===== src/rtl/rr_arbiter.sv =====
// rr_arbiter: round-robin arbiter with a registered one-hot grant and an
// optional hold limit that preempts an owner while others are waiting.
//
// Ports:
//   clk            - clock, all state updates on the rising edge
//   rst_n          - synchronous active-low reset
//   req            - per-requester request level, held while ownership is wanted
//   gnt            - registered one-hot-or-zero grant
//   gnt_valid      - registered, equals OR of gnt
//   gnt_id         - index of the granted requester, 0 when nothing is granted
//   preempt        - one-cycle pulse in the first cycle of a grant taken by the hold limit
//   dbg_state      - FSM state (0 = IDLE, 1 = BUSY)
//   dbg_ptr        - round-robin priority pointer
//   dbg_hold_cnt   - consecutive grant cycles of the current owner (saturating)
//
// Handshake: a requester raises req[i] and keeps it high; gnt[i] rises after
// an edge that sampled req[i] high. The owner keeps the grant while req[i]
// stays high, unless the hold limit is reached with another request pending.
// Dropping req[i] releases the grant at the next edge.
module rr_arbiter #(
  parameter int NUM_REQ  = 4,
  parameter int MAX_HOLD = 8,
  localparam int IDW     = (NUM_REQ > 1) ? $clog2(NUM_REQ) : 1
) (
  input  logic               clk,
  input  logic               rst_n,
  input  logic [NUM_REQ-1:0] req,
  output logic [NUM_REQ-1:0] gnt,
  output logic               gnt_valid,
  output logic [IDW-1:0]     gnt_id,
  output logic               preempt,
  output logic               dbg_state,
  output logic [IDW-1:0]     dbg_ptr,
  output logic [7:0]         dbg_hold_cnt
);

  typedef enum logic {
    IDLE = 1'b0,
    BUSY = 1'b1
  } state_e;

  localparam bit         HOLD_EN    = (MAX_HOLD != 0);
  localparam logic [7:0] MAX_HOLD_L = 8'(MAX_HOLD);

  state_e               state_q, state_d;
  logic [NUM_REQ-1:0]   gnt_q, gnt_d;
  logic                 gnt_valid_q, gnt_valid_d;
  logic [IDW-1:0]       gnt_id_q, gnt_id_d;
  logic                 preempt_q, preempt_d;
  logic [IDW-1:0]       ptr_q, ptr_d;
  logic [7:0]           hold_q, hold_d;

  logic [NUM_REQ-1:0]   owner_mask;
  logic [NUM_REQ-1:0]   cand;
  logic                 owner_req;
  logic                 sel_found;
  logic [IDW-1:0]       sel_id;
  logic [IDW-1:0]       next_ptr;
  logic                 hi_found;
  logic [IDW-1:0]       hi_id;
  logic [IDW-1:0]       lo_id;

  // The current owner is never a candidate: whether it is leaving by release
  // or by preemption, the grant must move to somebody else.
  assign owner_mask = (state_q == BUSY) ? (NUM_REQ'(1) << gnt_id_q) : '0;
  assign cand       = req & ~owner_mask;
  assign owner_req  = |(req & owner_mask);
  assign sel_found  = |cand;

  // Round-robin pick: the lowest candidate at or above ptr wins; if there is
  // none, wrap around to the lowest candidate overall. The downward scan
  // leaves the lowest index in each result.
  always_comb begin
    hi_found = 1'b0;
    hi_id    = '0;
    lo_id    = '0;
    for (int i = NUM_REQ - 1; i >= 0; i--) begin
      if (cand[i]) begin
        lo_id = IDW'(i);
        if (i >= int'(ptr_q)) begin
          hi_found = 1'b1;
          hi_id    = IDW'(i);
        end
      end
    end
    sel_id = hi_found ? hi_id : lo_id;
  end

  assign next_ptr = (sel_id == IDW'(NUM_REQ - 1)) ? '0 : sel_id + IDW'(1);

  always_comb begin
    state_d     = state_q;
    gnt_d       = gnt_q;
    gnt_valid_d = gnt_valid_q;
    gnt_id_d    = gnt_id_q;
    preempt_d   = 1'b0;
    ptr_d       = ptr_q;
    hold_d      = hold_q;

    unique case (state_q)
      IDLE: begin
        if (sel_found) begin
          state_d     = BUSY;
          gnt_d       = NUM_REQ'(1) << sel_id;
          gnt_valid_d = 1'b1;
          gnt_id_d    = sel_id;
          ptr_d       = next_ptr;
          hold_d      = 8'd1;
        end
      end
      BUSY: begin
        if (!owner_req) begin
          if (sel_found) begin
            // Direct hand-off, no idle cycle between owners.
            gnt_d       = NUM_REQ'(1) << sel_id;
            gnt_valid_d = 1'b1;
            gnt_id_d    = sel_id;
            ptr_d       = next_ptr;
            hold_d      = 8'd1;
          end else begin
            state_d     = IDLE;
            gnt_d       = '0;
            gnt_valid_d = 1'b0;
            gnt_id_d    = '0;
            hold_d      = 8'd0;
          end
        end else if (HOLD_EN && (hold_q >= MAX_HOLD_L) && sel_found) begin
          gnt_d       = NUM_REQ'(1) << sel_id;
          gnt_valid_d = 1'b1;
          gnt_id_d    = sel_id;
          ptr_d       = next_ptr;
          hold_d      = 8'd1;
          preempt_d   = 1'b1;
        end else begin
          hold_d = (hold_q == 8'hFF) ? hold_q : hold_q + 8'd1;
        end
      end
      default: state_d = IDLE;
    endcase
  end

  always_ff @(posedge clk) begin
    if (!rst_n) begin
      state_q     <= IDLE;
      gnt_q       <= '0;
      gnt_valid_q <= 1'b0;
      gnt_id_q    <= '0;
      preempt_q   <= 1'b0;
      ptr_q       <= '0;
      hold_q      <= 8'd0;
    end else begin
      state_q     <= state_d;
      gnt_q       <= gnt_d;
      gnt_valid_q <= gnt_valid_d;
      gnt_id_q    <= gnt_id_d;
      preempt_q   <= preempt_d;
      ptr_q       <= ptr_d;
      hold_q      <= hold_d;
    end
  end

  assign gnt          = gnt_q;
  assign gnt_valid    = gnt_valid_q;
  assign gnt_id       = gnt_id_q;
  assign preempt      = preempt_q;
  assign dbg_state    = state_q;
  assign dbg_ptr      = ptr_q;
  assign dbg_hold_cnt = hold_q;

endmodule


===== config.mk =====
export PLATFORM = sky130hd
export DESIGN_NAME = rr_arbiter
export DESIGN_NICKNAME = d
export VERILOG_FILES = /design/src/rtl/rr_arbiter.sv
export SDC_FILE = /design/constraint.sdc
export NUM_CORES = 1
export LEC_CHECK = 0
export CAP_MARGIN = 0
export CORE_AREA = 2 2 52 54
export CTS_CLUSTER_DIAMETER = 60
export DETAILED_ROUTE_END_ITERATION = 10
export DIE_AREA = 0 0 54 56
export HOLD_SLACK_MARGIN = 0.02
export PLACE_DENSITY = 0.75
export SLEW_MARGIN = 25
export SYNTH_ARGS = -nofsm -noshare
export SYNTH_HDL_FRONTEND = slang
export SYNTH_SLANG_ARGS = --single-unit
export TNS_END_PERCENT = 30

===== constraint.sdc =====
create_clock -name clk -period 2.3 [get_ports clk]
set_input_delay 0.46 -clock clk [delete_from_list [all_inputs] [get_ports clk]]
set_output_delay 0.46 -clock clk [all_outputs]
set_load 0.005 [all_outputs]

== Word level (Yosys, flattened, before mapping) ==
Cells that the tools add are included.
Word-level totals
  word-level logic and storage cells: 78
  input bits: 6
  register bits: 19
  output and inout port bits: 19
Operators by class
  magnitude comparators: 4
  reductions and logical operators: 6
  eq/ne operators: 5
  mux-type cells: 48
  shifts and indexed selects: 2
  bitwise operators: 4
  add/sub/neg operators: 2
Operators with widths (count)
  2-bit two-way mux: 19
  8-bit two-way mux: 4
  4-bit two-way mux: 5
  8-bit one-hot mux with 2 select lines: 1
  1-bit two-way mux: 14
  8-bit by 1-bit adder with 8-bit output, second input constant: 1
  4-bit bitwise AND: 2
  8-bit == test, second input constant: 1
  8-bit by 4-bit >= comparator with 1-bit output, second input constant: 1
  2-bit one-hot mux with 2 select lines: 2
  4-bit one-hot mux with 2 select lines: 1
  4-bit OR reduction: 2
  1-bit by 2-bit << shifter with 4-bit output, first input constant: 2
  1-bit by 2-bit >= comparator with 1-bit output, first input constant: 2
  4-bit != test, second input constant: 1
  4-bit inverter: 1
  1-bit one-hot mux with 2 select lines: 2
  2-bit AND reduction: 2
  3-bit by 2-bit != test with 1-bit output, second input constant: 1
  3-bit AND reduction: 1
  2-bit by 1-bit adder with 2-bit output, second input constant: 1
  2-bit == test, second input constant: 1
  2-bit >= comparator, first input constant: 1
  2-bit != test, second input constant: 1
  other kinds (2): 2

== Logic depth before layout (Yosys ltp) ==
  depth after elaboration: 17
  gate-level depth with buffers: 8
  mapped depth without buffers: 7

== Worst setup path after synthesis ==
Ideal clock, no wire load.
  path kind: register to register
  start: register gnt_id_q[0] (netlist: gnt_id[0])
  end: register gnt_q[0] (netlist: gnt[0])
  path buffers: 1
  setup slack: 297 ps
  arrival: 1887 ps
  cell stages (with the launch flop): 9
  setup time: 117 ps
  clock period less this slack: 2003 ps
  path through: dfxtp_1 buf_6 or3b_4 and3_4 o211a_4 nor3_4 inv_1 ha_1 a22o_1
On the way
  cells in the longest elaborated chain, start to end: 16
RTL lines
  start, declared: RTL line 48  | logic [IDW-1:0] gnt_id_q, gnt_id_d;
  start signal, assigned: RTL line 155  | gnt_id_q <= gnt_id_d;
  1-bit by 2-bit << shifter with 4-bit output (*): RTL line 65  | assign owner_mask = (state_q == BUSY) ? (NUM_REQ'(1) << gnt_id_q) : '0;
  4-bit two-way mux (*): RTL line 65
  4-bit inverter: RTL line 66  | assign cand = req & ~owner_mask;
  4-bit bitwise AND: RTL line 66
  2-bit two-way mux or 1-bit two-way mux (tied branches): RTL line 78  | if (cand[i]) begin
  2-bit two-way mux or 1-bit two-way mux (tied branches): RTL line 80  | if (i >= int'(ptr_q)) begin
  2-bit two-way mux or 1-bit two-way mux (tied branches): RTL line 78
  2-bit two-way mux or 1-bit two-way mux (tied branches): RTL line 80
  2-bit two-way mux or 1-bit two-way mux (tied branches): RTL line 78
  2-bit two-way mux or 1-bit two-way mux (tied branches): RTL line 80
  2-bit two-way mux or 1-bit two-way mux (tied branches): RTL line 78
  2-bit two-way mux: RTL line 86  | sel_id = hi_found ? hi_id : lo_id;
  1-bit by 2-bit << shifter with 4-bit output: RTL line 104, 115, 128
  4-bit two-way mux, on equally long branches: RTL line 113, 127
  4-bit two-way mux: RTL line 112  | if (!owner_req) begin
  4-bit one-hot mux with 2 select lines: RTL line 100  | unique case (state_q)
  end signal, assigned: RTL line 153  | gnt_q <= gnt_d;
  end, declared: RTL line 46  | logic [NUM_REQ-1:0] gnt_q, gnt_d;
Mark *: on every way between the ends. The rest lies on a longest branch, timed or not. The select of a mux whose other input is x is not followed.
A chain may end at the register's enable or synchronous reset.

== Final worst setup path ==
Ends and elaborated chain as after synthesis.

==> run metrics <==
Worst-path clk slew=0.11 ns; #FFs+latches synth=19; required time worst endpoint=2.49 ns; routability cong.=0.814; Final Cycle Share=0.931; Starting DRT DRC Count=13; clk_lat worst skew=0.29 ns; row count=18; GRT overflow=0; Startpoint Class=register; Root Buffer=clkbuf_4; Tot GR Track Use=0.167; Routed Antenna Nets=0; full die area=3020 um^2; placed cell count=178; Synth Warn #=0; first-pass GRT wire length=3.85 mm; Initial Utilization=0.476; Max VDD drop=0.466 mV; # H-tree levels=1; CP top delay family=simple AND/OR/NAND/NOR gates; Highest Clock Rate=467 MHz; Post-synth EDFFs=0; antenna violations before repair=0; # fillers=224; Final min period=2.14 ns; outcome=complete, no violations; Synth area leaders=dfxtp_1, ha_1, a22o_1, nor2_1, o211a_4; worst-case clock buffer depth=2; final setup TNS=0 ns; CP max FO=9; Unique masters post-synth=43; Final #Nets=165; post_cts resized=0; largest net degree at the start of global routing=12; Vias per Instance=5.59; vias in the first global route=849; TritonCTS clock tree=built; PwrDens=648 nW/um^2; Max-cap violations=0; Setup CP Type=reg2reg; cells after synthesis=123; worst hold path class=reg2reg; clk_skew=0.000972 ns; share of post-route cells with drive strength above 1=0.164; final count of negative-setup-slack endpoints=0; DIE WIDTH=54 um; asr flop ratio synth=0; DRC=0; Detailed Route WL=2.41 mm; Seq/Total Area, Yosys=0.328; CORE AREA=2430 um^2; crit path cell chain=or3b_4, and3_4, o211a_4, nor3_4, inv_1, ha_1, a22o_1; post-route setup slack=0.160 ns; crit path buf inv count=1; CP arrival=2.33 ns; DR WL/cell=13.3 um; first-pass detailed-route iteration total=4; actual slew at the worst max-slew pin=0.403 ns; Setup Buffers After CTS=0; Die H=56 um; Setup WS pre-CTS=-0.0462 ns; via count=1018; clk sinks=19; top cell type's share of synthesized area=0.328; hold slack=0.495 ns; Inserted Clock Buffers=3; Synth area leader=dfxtp_1; Synthesized Nets=135; port bufs=24; Area Growth Syn to Fin=27.0%; top_reg_cell synth=dfxtp_1; hold_buf cts=0; # diodes=0; Avg Cell Area, Syn=9.42 um^2; relative slew slack=0.731; crit-path max cell delay=0.44 ns; unrepaired setup endpoints after global routing=false; Pins Over Slew Limit=0; slowest cell on the critical path=or3b_4; Pleak=0.552 nW; final hold violations=0; Post-Layout Cell Count=182; I/O pin total=25; Setup crit end kind=register; Synth Cell Area=1160 um^2; Layout Utilization=0.605; DP Wirelength=1.82 mm
==> cell families after synthesis <==
kind of cell / Yosys count / share of synthesized area
simple gates: 45 / 0.227
compound gates: 32 / 0.247
flops: 19 / 0.328
buf+inv: 12 / 0.0540
fa+ha+maj: 6 / 0.0648
mux: 5 / 0.0486
xor+xnor: 4 / 0.0302
==> placed cells by master, fill, tap and decap left out, drive strengths merged, types with 2 or more instances in the layout <==
cell           count
nand3              3
buf                6
xor2               2
o211a              2
a21oi              5
a22oi              2
mux2i              3
or4                2
and2               3
o21ai              5
nor2b              2
nor3               5
and3               2
ha                 6
xnor2              2
nand4              2
mux2               2
nand3b             3
clkbuf             4
clkdlybuf4s50     24
nand2              9
o21a               4
dfxtp             19
nor2              11
inv                7
a22o               5
==> layout make-up <==
class / count / area (um^2) / area share
inverter: 7 / 26.3 / 0.0179
sequential: 19 / 380 / 0.259
multi-input combinational: 92 / 716 / 0.486
clock buffer: 4 / 26.3 / 0.0179
timing repair buffer: 30 / 285 / 0.194
tap: 30 / 37.5 / 0.0255
==> stage by stage <==
stage	instance area [um^2]	total power, mW
3_5_place_dp	1450	0.794
3_3_place_gp	1450	0.784
2_1_floorplan	1160	0.658
5_1_grt	1470	1.02
4_1_cts	1470	0.963
6_report	1470	0.954
==> power by group <==
| part | internal (mW) | switching [mW] | total [mW] |
|---|---|---|---|
| clock | 0.0674 | 0.100 | 0.168 |
| sequential | 0.371 | 0.0471 | 0.418 |
| combinational | 0.205 | 0.163 | 0.368 |
==> registers in the layout (all words and copies together) (netlist names) <==
signal,flops
preempt,1
dbg_state,1
gnt_id,2
gnt,4
gnt_valid,1
dbg_hold_cnt,8
dbg_ptr,2
==> final timing paths <==
kind         slack, ns  startpoint     end  depth (start not counted)
min               0.49      gnt[3]  gnt[3]                          1
max reg2reg       0.16   gnt_id[0]  gnt[0]                          7
max               0.16   gnt_id[0]  gnt[0]                          7
min reg2reg       0.49      gnt[3]  gnt[3]                          1
==> synth_stat cells, types with 2 or more instances <==
cell type / count
nor2b_1: 2
nand4_1: 2
a21oi_1: 5
o21ai_0: 5
nor3_1: 3
o21a_1: 4
mux2i_1: 3
and2_1: 2
nand2_1: 9
inv_1: 7
nand3_1: 3
a22oi_2: 2
dfxtp_1: 19
buf_6: 2
buf_2: 2
xnor2_1: 2
ha_1: 6
nand3b_1: 3
nor2_1: 11
xor2_1: 2
or4_4: 2
a22o_1: 5
o211a_4: 2
==> layer usage <==
layer  wire, um  global-route usage
met5          0                   0
met4         21              0.0643
met3        112              0.0269
met1       1240               0.259
met2       1040               0.226
Power figures use the tool's default switching activity.
